--- config.mk ---
export PLATFORM = sky130hd
export DESIGN_NAME = leaf_router_param
export DESIGN_NICKNAME = d
export VERILOG_FILES = /design/src/rtl/leaf_router_param.sv
export SDC_FILE = /design/constraint.sdc
export NUM_CORES = 1
export LEC_CHECK = 0
export CAP_MARGIN = 40
export CORE_UTILIZATION = 51
export CTS_BUF_LIST = sky130_fd_sc_hd__clkbuf_4 sky130_fd_sc_hd__clkbuf_8 sky130_fd_sc_hd__clkbuf_16
export CTS_CLUSTER_SIZE = 12
export DETAILED_ROUTE_END_ITERATION = 6
export PLACE_DENSITY_LB_ADDON = 0.25
export REMOVE_ABC_BUFFERS = 1
export SKIP_CTS_REPAIR_TIMING = 1
export SLEW_MARGIN = 20
export SYNTH_ARGS = -nofsm -noshare
export SYNTH_HDL_FRONTEND = slang
export SYNTH_SLANG_ARGS = --single-unit
--- constraint.sdc ---
create_clock -name clk -period 5.4 [get_ports clk]
set_input_delay 1.62 -clock clk [delete_from_list [all_inputs] [get_ports clk]]
set_output_delay 1.62 -clock clk [all_outputs]
set_load 0.02 [all_outputs]
--- src/rtl/leaf_router_param.sv ---
// Leaf router: GPU port plus NUM_SPINES spine ports, per-input FIFOs, round-robin output arbiters.
// Define ROUTER_STATS_EN to build the forwarded/dropped flit counters.
module leaf_router_param #(
    parameter int unsigned       DWIDTH     = 16,
    parameter int unsigned       ADDR_W     = 6,
    parameter int unsigned       NUM_SPINES = 4,
    parameter int unsigned       FIFO_DEPTH = 4,
    parameter logic [ADDR_W-3:0] GROUP_ID   = 'h2,
    parameter logic [1:0]        LOCAL_ID   = 2'd0
) (
    input  logic                               clk,
    input  logic                               reset,
    input  logic                               arb_enable,
    input  logic [(NUM_SPINES+1)*DWIDTH-1:0]   in_data,
    input  logic [NUM_SPINES:0]                in_valid,
    output logic [NUM_SPINES:0]                in_ready,
    output logic [(NUM_SPINES+1)*DWIDTH-1:0]   out_data,
    output logic [NUM_SPINES:0]                out_valid,
    input  logic [NUM_SPINES:0]                out_ready,
    output logic [NUM_SPINES:0]                fifo_full,
    output logic [NUM_SPINES:0]                fifo_empty,
    output logic [(NUM_SPINES+1)**2-1:0]       current_grant,
    output logic [31:0]                        flit_count,
    output logic [15:0]                        drop_count
);

    localparam int unsigned NP = NUM_SPINES + 1;
    localparam int unsigned SW = $clog2(NUM_SPINES);
    localparam int unsigned AW = $clog2(FIFO_DEPTH);
    localparam int unsigned PW = AW + 1;
    localparam int unsigned GW = $clog2(NP);

    function automatic logic [GW-1:0] wrap_add(input logic [GW-1:0] a, input int unsigned k);
        int unsigned s;
        s = 32'(a) + k;
        if (s >= NP) s = s - NP;
        return GW'(s);
    endfunction

    logic [DWIDTH-1:0] mem_q     [NP][FIFO_DEPTH];
    logic [PW-1:0]     wr_ptr_q  [NP];
    logic [PW-1:0]     rd_ptr_q  [NP];
    logic [PW-1:0]     vis_ptr_q [NP];
    logic [GW-1:0]     rr_ptr_q  [NP];
    logic [DWIDTH-1:0] out_data_q [NP];
    logic [NP-1:0]     out_valid_q;

    logic [NP-1:0]     full, empty, head_vld, push, pop, drop;
    logic [DWIDTH-1:0] head [NP];
    logic [ADDR_W-1:0] dest [NP];
    logic [NP-1:0]     req  [NP];
    logic [NP-1:0]     gnt  [NP];
    logic [GW-1:0]     gnt_idx [NP];
    logic              arb_hit;

    // Newly written entries only become visible to the arbiter one cycle later (vis_ptr_q).
    always_comb begin
        for (int o = 0; o < NP; o++) req[o] = '0;
        for (int p = 0; p < NP; p++) begin
            empty[p]    = (wr_ptr_q[p] == rd_ptr_q[p]);
            full[p]     = (wr_ptr_q[p][PW-1] != rd_ptr_q[p][PW-1]) &&
                          (wr_ptr_q[p][AW-1:0] == rd_ptr_q[p][AW-1:0]);
            head_vld[p] = (vis_ptr_q[p] != rd_ptr_q[p]);
            head[p]     = mem_q[p][rd_ptr_q[p][AW-1:0]];
            dest[p]     = head[p][DWIDTH-1 -: ADDR_W];
            push[p]     = in_valid[p] & ~full[p];
            drop[p]     = 1'b0;
            if (head_vld[p]) begin
                if (dest[p] == {GROUP_ID, LOCAL_ID}) begin
                    req[0][p] = 1'b1;
                end else if (p == 0) begin
                    req[GW'(1) + GW'(dest[p][SW-1:0])][0] = 1'b1;
                end else begin
                    drop[p] = 1'b1;
                end
            end
        end
    end

    always_comb begin
        arb_hit = 1'b0;
        for (int o = 0; o < NP; o++) begin
            gnt[o]     = '0;
            gnt_idx[o] = '0;
            arb_hit    = 1'b0;
            if (arb_enable && !reset && (!out_valid_q[o] || out_ready[o])) begin
                for (int unsigned k = 0; k < NP; k++) begin
                    if (!arb_hit && req[o][wrap_add(rr_ptr_q[o], k)]) begin
                        arb_hit                           = 1'b1;
                        gnt_idx[o]                        = wrap_add(rr_ptr_q[o], k);
                        gnt[o][wrap_add(rr_ptr_q[o], k)]  = 1'b1;
                    end
                end
            end
        end
    end

    always_comb begin
        pop = drop;
        for (int o = 0; o < NP; o++) pop = pop | gnt[o];
    end

    always_ff @(posedge clk) begin
        if (reset) begin
            for (int p = 0; p < NP; p++) begin
                wr_ptr_q[p]   <= '0;
                rd_ptr_q[p]   <= '0;
                vis_ptr_q[p]  <= '0;
                rr_ptr_q[p]   <= '0;
                out_data_q[p] <= '0;
            end
            out_valid_q <= '0;
        end else begin
            for (int p = 0; p < NP; p++) begin
                if (push[p]) begin
                    mem_q[p][wr_ptr_q[p][AW-1:0]] <= in_data[p*DWIDTH +: DWIDTH];
                    wr_ptr_q[p] <= wr_ptr_q[p] + PW'(1);
                end
                if (pop[p]) rd_ptr_q[p] <= rd_ptr_q[p] + PW'(1);
                vis_ptr_q[p] <= wr_ptr_q[p];
            end
            for (int o = 0; o < NP; o++) begin
                if (|gnt[o]) begin
                    out_valid_q[o] <= 1'b1;
                    out_data_q[o]  <= head[gnt_idx[o]];
                    rr_ptr_q[o]    <= wrap_add(gnt_idx[o], 1);
                end else if (out_ready[o]) begin
                    out_valid_q[o] <= 1'b0;
                end
            end
        end
    end

    always_comb begin
        out_data      = '0;
        current_grant = '0;
        for (int o = 0; o < NP; o++) begin
            out_data[o*DWIDTH +: DWIDTH] = out_data_q[o];
            current_grant[o*NP +: NP]    = gnt[o];
        end
    end

    assign out_valid  = out_valid_q;
    assign in_ready   = ~full;
    assign fifo_full  = full;
    assign fifo_empty = empty;

`ifdef ROUTER_STATS_EN
    localparam int unsigned CW = $clog2(NP + 1);
    logic [CW-1:0] hs_cnt, drop_cnt;
    logic [16:0]   drop_sum;
    logic [31:0]   flit_count_q;
    logic [15:0]   drop_count_q;

    always_comb begin
        hs_cnt   = '0;
        drop_cnt = '0;
        for (int o = 0; o < NP; o++) begin
            hs_cnt   = hs_cnt + CW'(out_valid_q[o] & out_ready[o]);
            drop_cnt = drop_cnt + CW'(drop[o]);
        end
        drop_sum = {1'b0, drop_count_q} + 17'(drop_cnt);
    end

    always_ff @(posedge clk) begin
        if (reset) begin
            flit_count_q <= '0;
            drop_count_q <= '0;
        end else begin
            flit_count_q <= flit_count_q + 32'(hs_cnt);
            drop_count_q <= drop_sum[16] ? 16'hFFFF : drop_sum[15:0];
        end
    end

    assign flit_count = flit_count_q;
    assign drop_count = drop_count_q;
`else
    assign flit_count = '0;
    assign drop_count = '0;
`endif

endmodule

# Word level (Yosys, flattened, before mapping)
# Memories as Yosys holds them, arrays and structs flattened.
# Index checks and enable logic that the tools add are counted.
[totals] regBits=5 ram_bits=460 n_memories=6 output_inout_bits=173
[op_classes] bitwise=77 n_eq_ne=25 muxes=485 n_lt_le_gt_ge=127 add_sub_neg=66 reduce_logical=103
[mem_list] name="mem_q" words=5 width=64 rd=5 rd_clocked_by_memory_dff=0 write_ports=5 line_no="40" text="logic [DWIDTH-1:0] mem_q [NP][FIFO_DEPTH];"
[mem_list] name="out_data_q" words=5 width=16 rd=5 rd_clocked_by_memory_dff=0 write_ports=5 line_no="45" text="logic [DWIDTH-1:0] out_data_q [NP];"
[mem_list] name="rd_ptr_q" words=5 width=3 rd=5 rd_clocked_by_memory_dff=0 write_ports=5 line_no="42" text="logic [PW-1:0] rd_ptr_q [NP];"
[mem_list] name="rr_ptr_q" words=5 width=3 rd=5 rd_clocked_by_memory_dff=0 write_ports=5 line_no="44" text="logic [GW-1:0] rr_ptr_q [NP];"
[mem_list] name="vis_ptr_q" words=5 width=3 rd=5 rd_clocked_by_memory_dff=0 write_ports=5 line_no="43" text="logic [PW-1:0] vis_ptr_q [NP];"
[mem_list] name="wr_ptr_q" words=5 width=3 rd=5 rd_clocked_by_memory_dff=0 write_ports=5 line_no="41" text="logic [PW-1:0] wr_ptr_q [NP];"
[ops] op="$mux 3" n=165
[ops] op="$mux 16" n=30
[ops] op="$mux 64" n=5
[ops] op="$mux 5" n=50
[ops] op="$bmux 16 s3" n=5
[ops] op="$lt 3x4->1 const B" n=50
[ops] op="$mux 1" n=166
[ops] op="$bmux 16 s2" n=5
[ops] op="$demux 16 s2" n=5
[ops] op="$or 5x5->5" n=25
[ops] op="$ge 4x3->1 const B" n=25
[ops] op="$sub 3x3->3 const B" n=30
[ops] op="$bmux 1 s3" n=25
[ops] op="$demux 1 s3" n=25
[ops] op="$ge 3x1->1 const B" n=25
[ops] op="$logic_and 1x1->1" n=62
[ops] op="$ge 3x3->1 const B" n=15
[ops] op="$add 3x1->4 const B" n=10
[ops] op="$add 3x2->4 const B" n=10
[ops] op="$add 3x1->3 const B" n=10
[ops] op="$eq 6x4->1 const B" n=5
[ops] op="$not 2->3" n=10
[ops] op="$logic_not 1->1" n=26
[ops] op="$mux 25" n=1
[ops] op="other kinds (20)" n=98

# Depth between registers and ports, before layout
# Gate-level depths: netlist of the first run.
# An unclocked memory read counts as a cell.
[logic_depth] word_depth=51 ltp_mapped=21

# Worst setup path before layout of the first run
# Ideal clock, no wire load.
[synth_path] path_kind="flip-flop to output port" startpoint="memory rr_ptr_q[0][0] in the netlist's numbering" endpoint="output port current_grant[4]" path_buffers=2 arrival_time_ns=3.877 slack_ns=-0.097 required_ns=3.780 stages_incl_launch_ff=15 path_cell_list="edfxtp_1 > inv_1 > clkbuf_1 > ha_1 > inv_1 > fa_1 > a21oi_1 > a31oi_1 > nor4b_1 > o2111ai_1 > nand2_1 > nor4_1 > o41ai_1 > clkbuf_1 > inv_1"
[synth_rtl] item="from (decl)" line_no="44"
[synth_rtl] item="to (decl)" line_no="22" text="output logic [(NUM_SPINES+1)**2-1:0] current_grant,"

==> results of run 1 <==
==> worst max-delay path, stage by stage (launching register included) <==
cell	delay, ns
edfxtp_1	0.34
or4b_2	0.69
nor3b_2	0.21
o31a_1	0.16
buf_4	0.16
a21oi_1	0.09
or4_1	0.53
a211o_1	0.33
or3_4	0.41
buf_6	0.14
o221a_4	0.27
nor2_4	0.12
buf_12	0.12
==> power by group <==
group / internal, mW / total (mW) / switching, mW
Sequential: 5.03 / 5.47 / 0.437
Clock: 1.98 / 3.29 / 1.31
Combinational: 4.12 / 8.99 / 4.87
==> logic make-up after synthesis <==
| group | count (synthesis) | share of synthesized area (%) |
|---|---|---|
| buffers and inverters | 176 | 4.45 |
| AOI/OAI and AO/OA | 176 | 5.71 |
| muxes | 89 | 7.63 |
| DFF | 465 | 64.4 |
| xor gates and xnor gates | 50 | 2.05 |
| and+or+nand+nor | 410 | 10.8 |
| adders and majority gates | 82 | 4.98 |
| other | 2 | 0.0351 |
==> per-layer routing <==
| metal | share of wire [%] | up-vias | track usage (%) |
|---|---|---|---|
| met5 | 0 | - | 0 |
| met4 | 2.8 | 0 | 7.66 |
| met3 | 5.6 | 78 | 3.59 |
| met2 | 47 | 429 | 37.6 |
| met1 | 44 | 6444 | 33.1 |
| li1 | - | 6099 | - |
==> state kept, by name, summed over array words and instances, names as in the netlist <==
register    count
out_valid       5
rr_ptr_q       15
mem_q         320
rd_ptr_q       15
vis_ptr_q      15
wr_ptr_q       15
out_data_q     80
==> layout make-up <==
class / count / share of cell area, %
inverter: 59 / 0.827
tap: 532 / 2.48
sequential: 465 / 51.4
timing repair buffer: 378 / 12.9
multi-input combinational: 887 / 26.5
clock buffer: 74 / 5.37
clock inverter: 12 / 0.570
==> stage by stage <==
step                      instances  instance area, um^2
after floorplan                1411                20900
after global placement         2301                24900
after detailed placement       2307                24900
after CTS                      2393                26500
after global routing           2407                26800
final                          2407                26800
==> worst paths after layout <==
path	from	end	slack [ns]	depth (start not counted)
min	out_valid[3]	out_valid[3]	0.51	2
max	mem_q[0][170]	current_grant[1]	-0.39	12
min reg2reg	out_valid[3]	out_valid[3]	0.51	2
max reg2reg	mem_q[0][170]	out_data_q[0][10]	0.68	15
==> placed cells by master (no fill, tap or decap), types with 23 or more instances in the layout <==
cell             netlist  final
conb_1                 2     80
mux2i_1               29     28
mux4_2                59     59
xnor2_1               39     39
clkdlybuf4s50_1        0    195
ha_1                  77     76
o21ai_0               24     23
edfxtp_1             445    445
a21oi_1               45     44
nor2_1                95     92
buf_4                 68    161
inv_1                 59     59
nand2_1               48     47
clkbuf_4               0     23
nor2b_1               30     29
and2_1                98     98
clkbuf_16              0     50
==> PnR_summary.wiki, run 1 <==
{| class="wikitable"
! Metric !! Value
|-
| Type of origin of the critical path || flip-flop
|-
| Unrepaired setup endpoints after global routing || yes
|-
| Area of the multi-input gates || 0.00709 mm^2
|-
| Sequential fraction of the synthesis area || 64.4%
|-
| Root Buffer || clkbuf_16
|-
| Maximum vdd drop || 492 uV
|-
| Core occupancy in the finished layout || 65.2%
|-
| Max-slew violation count || 0
|-
| Max Freq || 173 MHz
|-
| Maximum buffer depth of the clock tree || 3
|-
| Drt drc || 21
|-
| Worst-Skew Late Latency || 0.58 ns
|-
| Number of hold violations in the final report || 0
|-
| Syn Std Cell Area || 0.0214 mm^2
|-
| Die height || 207 um
|-
| Req. time, crit path || 3.78 ns
|-
| Initial cell density of the core || 52.0%
|-
| Min Hold Slack || 0.511 ns
|-
| Largest cells by area after synthesis || edfxtp_1 (63%), mux4_2 (6.2%), ha_1 (4.5%)
|-
| Clock Pin Slew Worst Setup and Hold Paths || 0.06 ns
|-
| Routed length per instance || 20.6 um
|-
| Commonest cells in the netlist || edfxtp_1 (445), and2_1 (98), nor2_1 (95), ha_1 (77), buf_4 (68)
|-
| Crit Path Category || reg -> out
|-
| Routability congestion estimate || 0.951
|-
| Post-synthesis register bit count || 465
|-
| Final total negative setup slack || -1.66 ns
|-
| Vias in the first global route || 12800
|-
| Max Fanout on Critical Path || 3
|-
| Arr. time, crit path || 4.17 ns
|-
| Power density cells || 662 mW/mm^2
|-
| Maximum number of pins on one net before global-route repair || 96
|-
| Yosys top cell by area || edfxtp_1
|-
| All-Layer GR Usage || 23.5%
|-
| Max_cap viols || 0
|-
| Overall die width || 207 um
|-
| Number of distinct standard cells referenced by the synthesized netlist || 79
|-
| Initial drt markers || 1110
|-
| Pre-CTS setup slack || -0.303 ns
|-
| Filler instances || 2954
|-
| Failing checks || design-rule violations, negative setup slack
|-
| Row cnt || 74
|-
| Congestion Overflow GR || 0
|-
| Area growth from synthesis to layout || 25.3%
|-
| Count of flip-flops with a built-in enable after synthesis || 445
|-
| Final setup violation count || 5
|-
| Async set-or-reset flop fraction in the synthesized netlist || 0%
|-
| Setup crit end kind || output port
|-
| Overall routed net length || 49700 um
|-
| Total number of clock tree sinks || 465
|-
| Final layout net count || 2014
|-
| Number of antenna violations at the first check in global routing || 1
|-
| Minimum period implied by the final worst setup slack || 5.79 ns
|-
| Count of inserted antenna diode cells || 0
|-
| Count of warnings emitted by yosys || 0
|-
| TritonCTS Buffers || 48
|-
| Vias || 13100
|-
| Number of iterations in the first detailed-routing pass || 7
|-
| Sequential standard cell area || 0.0138 mm^2
|-
| Area share of the leading cell type in the synthesized netlist || 62.5%
|-
| Result of the run || complete, but fails checks
|-
| Area of the placeable core || 0.0411 mm^2
|-
| Top FF cell, synth || edfxtp_1
|-
| Wire length of the first global-routing pass || 74000 um
|-
| Worst min path class || reg -> reg
|-
| Total of buffers placed on input and output ports || 201
|-
| Count leader, synth || edfxtp_1
|-
| Via-to-Cell Ratio || 5.42
|-
| Overall die area || 0.0427 mm^2
|-
| Static leakage power || 9.86 nW
|-
| Overall power of the completed layout || 17.7 mW
|-
| Fin Clk Skew || 0.0165 ns
|-
| H-tree lvl count || 2
|-
| Half-perimeter wire length after placement || 35900 um
|-
| Post-synthesis average cell area || 14.7 um^2
|-
| Post-route worst setup slack || -0.386 ns
|-
| TritonCTS clock tree || yes
|-
| Final critical-path share of the clock period || 107%
|-
| Worst slew pin tran || 0.835 ns
|-
| I/O pins || 266
|-
| Final antenna-violating net count || 0
|-
| Fraction of final layout cells with drive strength greater than 1 || 19.6%
|-
| Post-synthesis instance total || 1450
|-
| Max transition margin || 44.3%
|}
No activity file was read; power rests on OpenSTA's default activity.
==> run 2: changes to the inputs <==
- CORE_ASPECT_RATIO: unset -> 0.75
==> run 2 against run 1 <==
Power decreased by 2.0%. Critical path depth unchanged. Die area about the same. Fmax increased by 3.4%. Utilization decreased by 0.43 points. Sequential power about the same. Non-clock buffer count decreased by 26. Critical path type unchanged. Cell count decreased by 0.17%. First-iteration DRC count increased by 7.3%. Critical endpoint is now current_grant[2]. Register-to-register slack got worse by 0.26 ns. Clock skew increased by 0.0090 ns. The flow finishes with violations (negative setup slack). Sequential share of layout area increased by 0.38 points.
==> PnR_summary.wiki, run 2 (synthesis results as in run 1) <==
{| class="wikitable"
! Metric !! Value
|-
| Req. time, crit path || 3.78 ns (about the same)
|-
| Core occupancy in the finished layout || 64.7% (-0.43 points)
|-
| Worst-Skew Late Latency || 0.57 ns (about the same)
|-
| Worst slew pin tran || 0.876 ns (+0.0406 ns)
|-
| Root Buffer || clkbuf_16
|-
| Static leakage power || 9.72 nW (-1.4%)
|-
| Crit-path cells || nor4b_2 -> buf_4 -> nand3_1 -> a32oi_1 -> buf_4 -> a31oi_1 -> or4_4 -> a211o_1 -> or3_4 -> o221a_1 -> nor2_1 -> buf_4
|-
| Crit Path Category || reg -> out
|-
| Wire length of the first global-routing pass || 75400 um (+2.0%)
|-
| Number of iterations in the first detailed-routing pass || 5 (-2)
|-
| Drt drc || 0 (-100%)
|-
| Flip-flop count of the largest register, all copies and words added || 320 (unchanged)
|-
| Max_cap viols || 0 (unchanged)
|-
| TritonCTS clock tree || yes
|-
| I/O pins || 266 (unchanged)
|-
| Vias || 13100 (+0.18%)
|-
| Row cnt || 64 (-14%)
|-
| Filler instances || 3011 (+1.9%)
|-
| Number of hold violations in the final report || 0 (unchanged)
|-
| Critical register-to-register path startpoint || rd_ptr_q[0][7]
|-
| Final layout net count || 1987 (-1.3%)
|-
| TritonCTS Buffers || 47 (-2.1%)
|-
| Worst stage delay on the critical path || 0.53 ns (-0.16 ns)
|-
| Failing checks || negative setup slack
|-
| Arr. time, crit path || 3.97 ns (-0.20 ns)
|-
| Fraction of final layout cells with drive strength greater than 1 || 18.8% (-0.84 points)
|-
| Count of inserted antenna diode cells || 0 (unchanged)
|-
| Overall die area || 0.0427 mm^2 (about the same)
|-
| Area of the placeable core || 0.0411 mm^2 (about the same)
|-
| Cell family with most CP delay || simple AND/OR/NAND/NOR gates
|-
| Final critical-path share of the clock period || 104% (-3.5 points)
|-
| Most frequent CP cell || buf_4
|-
| Max Fanout on Critical Path || 6 (+3)
|-
| First element of the critical path || mem_q[0][266]
|-
| Max transition margin || 41.3% (-3.1 points)
|-
| Placed cell count || 2303 (-0.17%)
|-
| Overall routed net length || 50500 um (+1.6%)
|-
| Post-route worst setup slack || -0.194 ns (+0.192 ns)
|-
| Type of origin of the critical path || flip-flop
|-
| Maximum buffer depth of the clock tree || 3 (unchanged)
|-
| Crit Reg-Reg Endpoint || rd_ptr_q[0][1]
|-
| Maximum vdd drop || 496 uV (+0.72%)
|-
| Critical Path Slowest Stage Cell || or4_4
|-
| Pre-CTS setup slack || -0.227 ns (+0.0761 ns)
|-
| Initial cell density of the core || 52.0% (about the same)
|-
| Total number of clock tree sinks || 465 (unchanged)
|-
| Post-route cell area || 0.0266 mm^2 (-0.73%)
|-
| Maximum number of pins on one net before global-route repair || 96 (unchanged)
|-
| All-Layer GR Usage || 23.5% (+0.056 points)
|-
| Half-perimeter wire length after placement || 36900 um (+2.8%)
|-
| Final total negative setup slack || -0.687 ns (+0.972 ns)
|-
| Area growth from synthesis to layout || 24.4%
|-
| H-tree lvl count || 2 (unchanged)
|-
| Initial drt markers || 1191 (+7.3%)
|-
| WP buf/inv || 3 (unchanged)
|-
| Hold path startpoint || out_valid[4]
|-
| Vias in the first global route || 12700 (-1.1%)
|-
| Routability congestion estimate || 0.925 (-2.7%)
|-
| Overall power of the completed layout || 17.4 mW (-2.0%)
|-
| Result of the run || complete, but fails checks
|-
| Final antenna-violating net count || 0 (unchanged)
|-
| Via-to-Cell Ratio || 5.44 (+0.34%)
|-
| Congestion Overflow GR || 0 (unchanged)
|-
| Most common cell after layout, fill and taps aside || edfxtp_1
|-
| Total of buffers placed on input and output ports || 201 (unchanged)
|-
| Unrepaired setup endpoints after global routing || yes
|-
| Final setup violation count || 5 (unchanged)
|-
| Worst reg2reg setup slack || 0.42 ns (-0.26 ns)
|-
| Filler-free cell count of the finished design || 2403 (-0.17%)
|-
| Clock Pin Slew Worst Setup and Hold Paths || 0.07 ns (about the same)
|-
| Most used cells in the layout excluding fill and tap cells || edfxtp_1 (445), clkdlybuf4s50_1 (195), buf_4 (130)
|-
| Placement Cell Area || 0.0247 mm^2 (-0.84%)
|-
| Max-slew violation count || 0 (unchanged)
|-
| Fin Clk Skew || 0.0254 ns (+0.00897 ns)
|-
| Max Freq || 179 MHz (+3.4%)
|-
| Die height || 179 um (-13%)
|-
| Overall die width || 238 um (+15%)
|-
| Power density cells || 654 mW/mm^2 (-1.3%)
|-
| Min Hold Slack || 0.516 ns (+0.00502 ns)
|-
| Worst Hold Path Cells || 2 (unchanged)
|-
| Minimum period implied by the final worst setup slack || 5.59 ns (-0.192 ns)
|-
| Number of antenna violations at the first check in global routing || 0 (-1)
|-
| Setup crit end kind || output port
|-
| Worst min path class || reg -> reg
|-
| R2R cell count || 14 (-1)
|-
| Hold-critical path endpoint || out_valid[4]
|-
| Routed length per instance || 21.0 um (+1.8%)
|}
run 2: area by class of cell:
class                           instances  area (um^2)  area share, %
Clock buffer                           71         1390           5.21
Clock inverter                          8         83.8          0.315
Inverter                               59          221          0.833
Multi-Input combinational cell        887         7130           26.8
Sequential cell                       465        13800           51.7
Tap cell                              561          702           2.64
Timing Repair Buffer                  352         3310           12.5
run 2: worst max path at each step:
stage | to | slack [ns] | depth (start not counted)
detailed placement | current_grant[3] | -0.23 | 10
CTS | current_grant[3] | -0.83 | 10
global placement | current_grant[3] | -0.22 | 10
floorplan | rr_ptr_q[0][0] | -1.20 | 13
global route | current_grant[2] | -0.35 | 10
finish | current_grant[2] | -0.19 | 12
run 2: worst register-to-register path, delay by kind of cell (launching register included):
family / cells / cell delay (ns)
AOI/OAI and AO/OA: 8 / 3.00
and+or+nand+nor: 3 / 0.59
buffers and inverters: 3 / 0.64
DFF: 1 / 0.49
run 2: where the power goes:
part / switching [mW] / leakage (nW) / internal [mW]
combinational: 4.85 / 4.61 / 3.98
sequential: 0.429 / 4.37 / 5.02
clock: 1.33 / 0.741 / 1.78
total: 6.61 / 9.72 / 10.8
run 2: routing by layer:
metal	up-vias	track usage [%]	part of all wire (%)
met5	-	0	0
met3	60	3.43	5.4
li1	6036	-	-
met4	0	5.29	1.7
met1	6583	35.8	47
met2	394	36.0	46
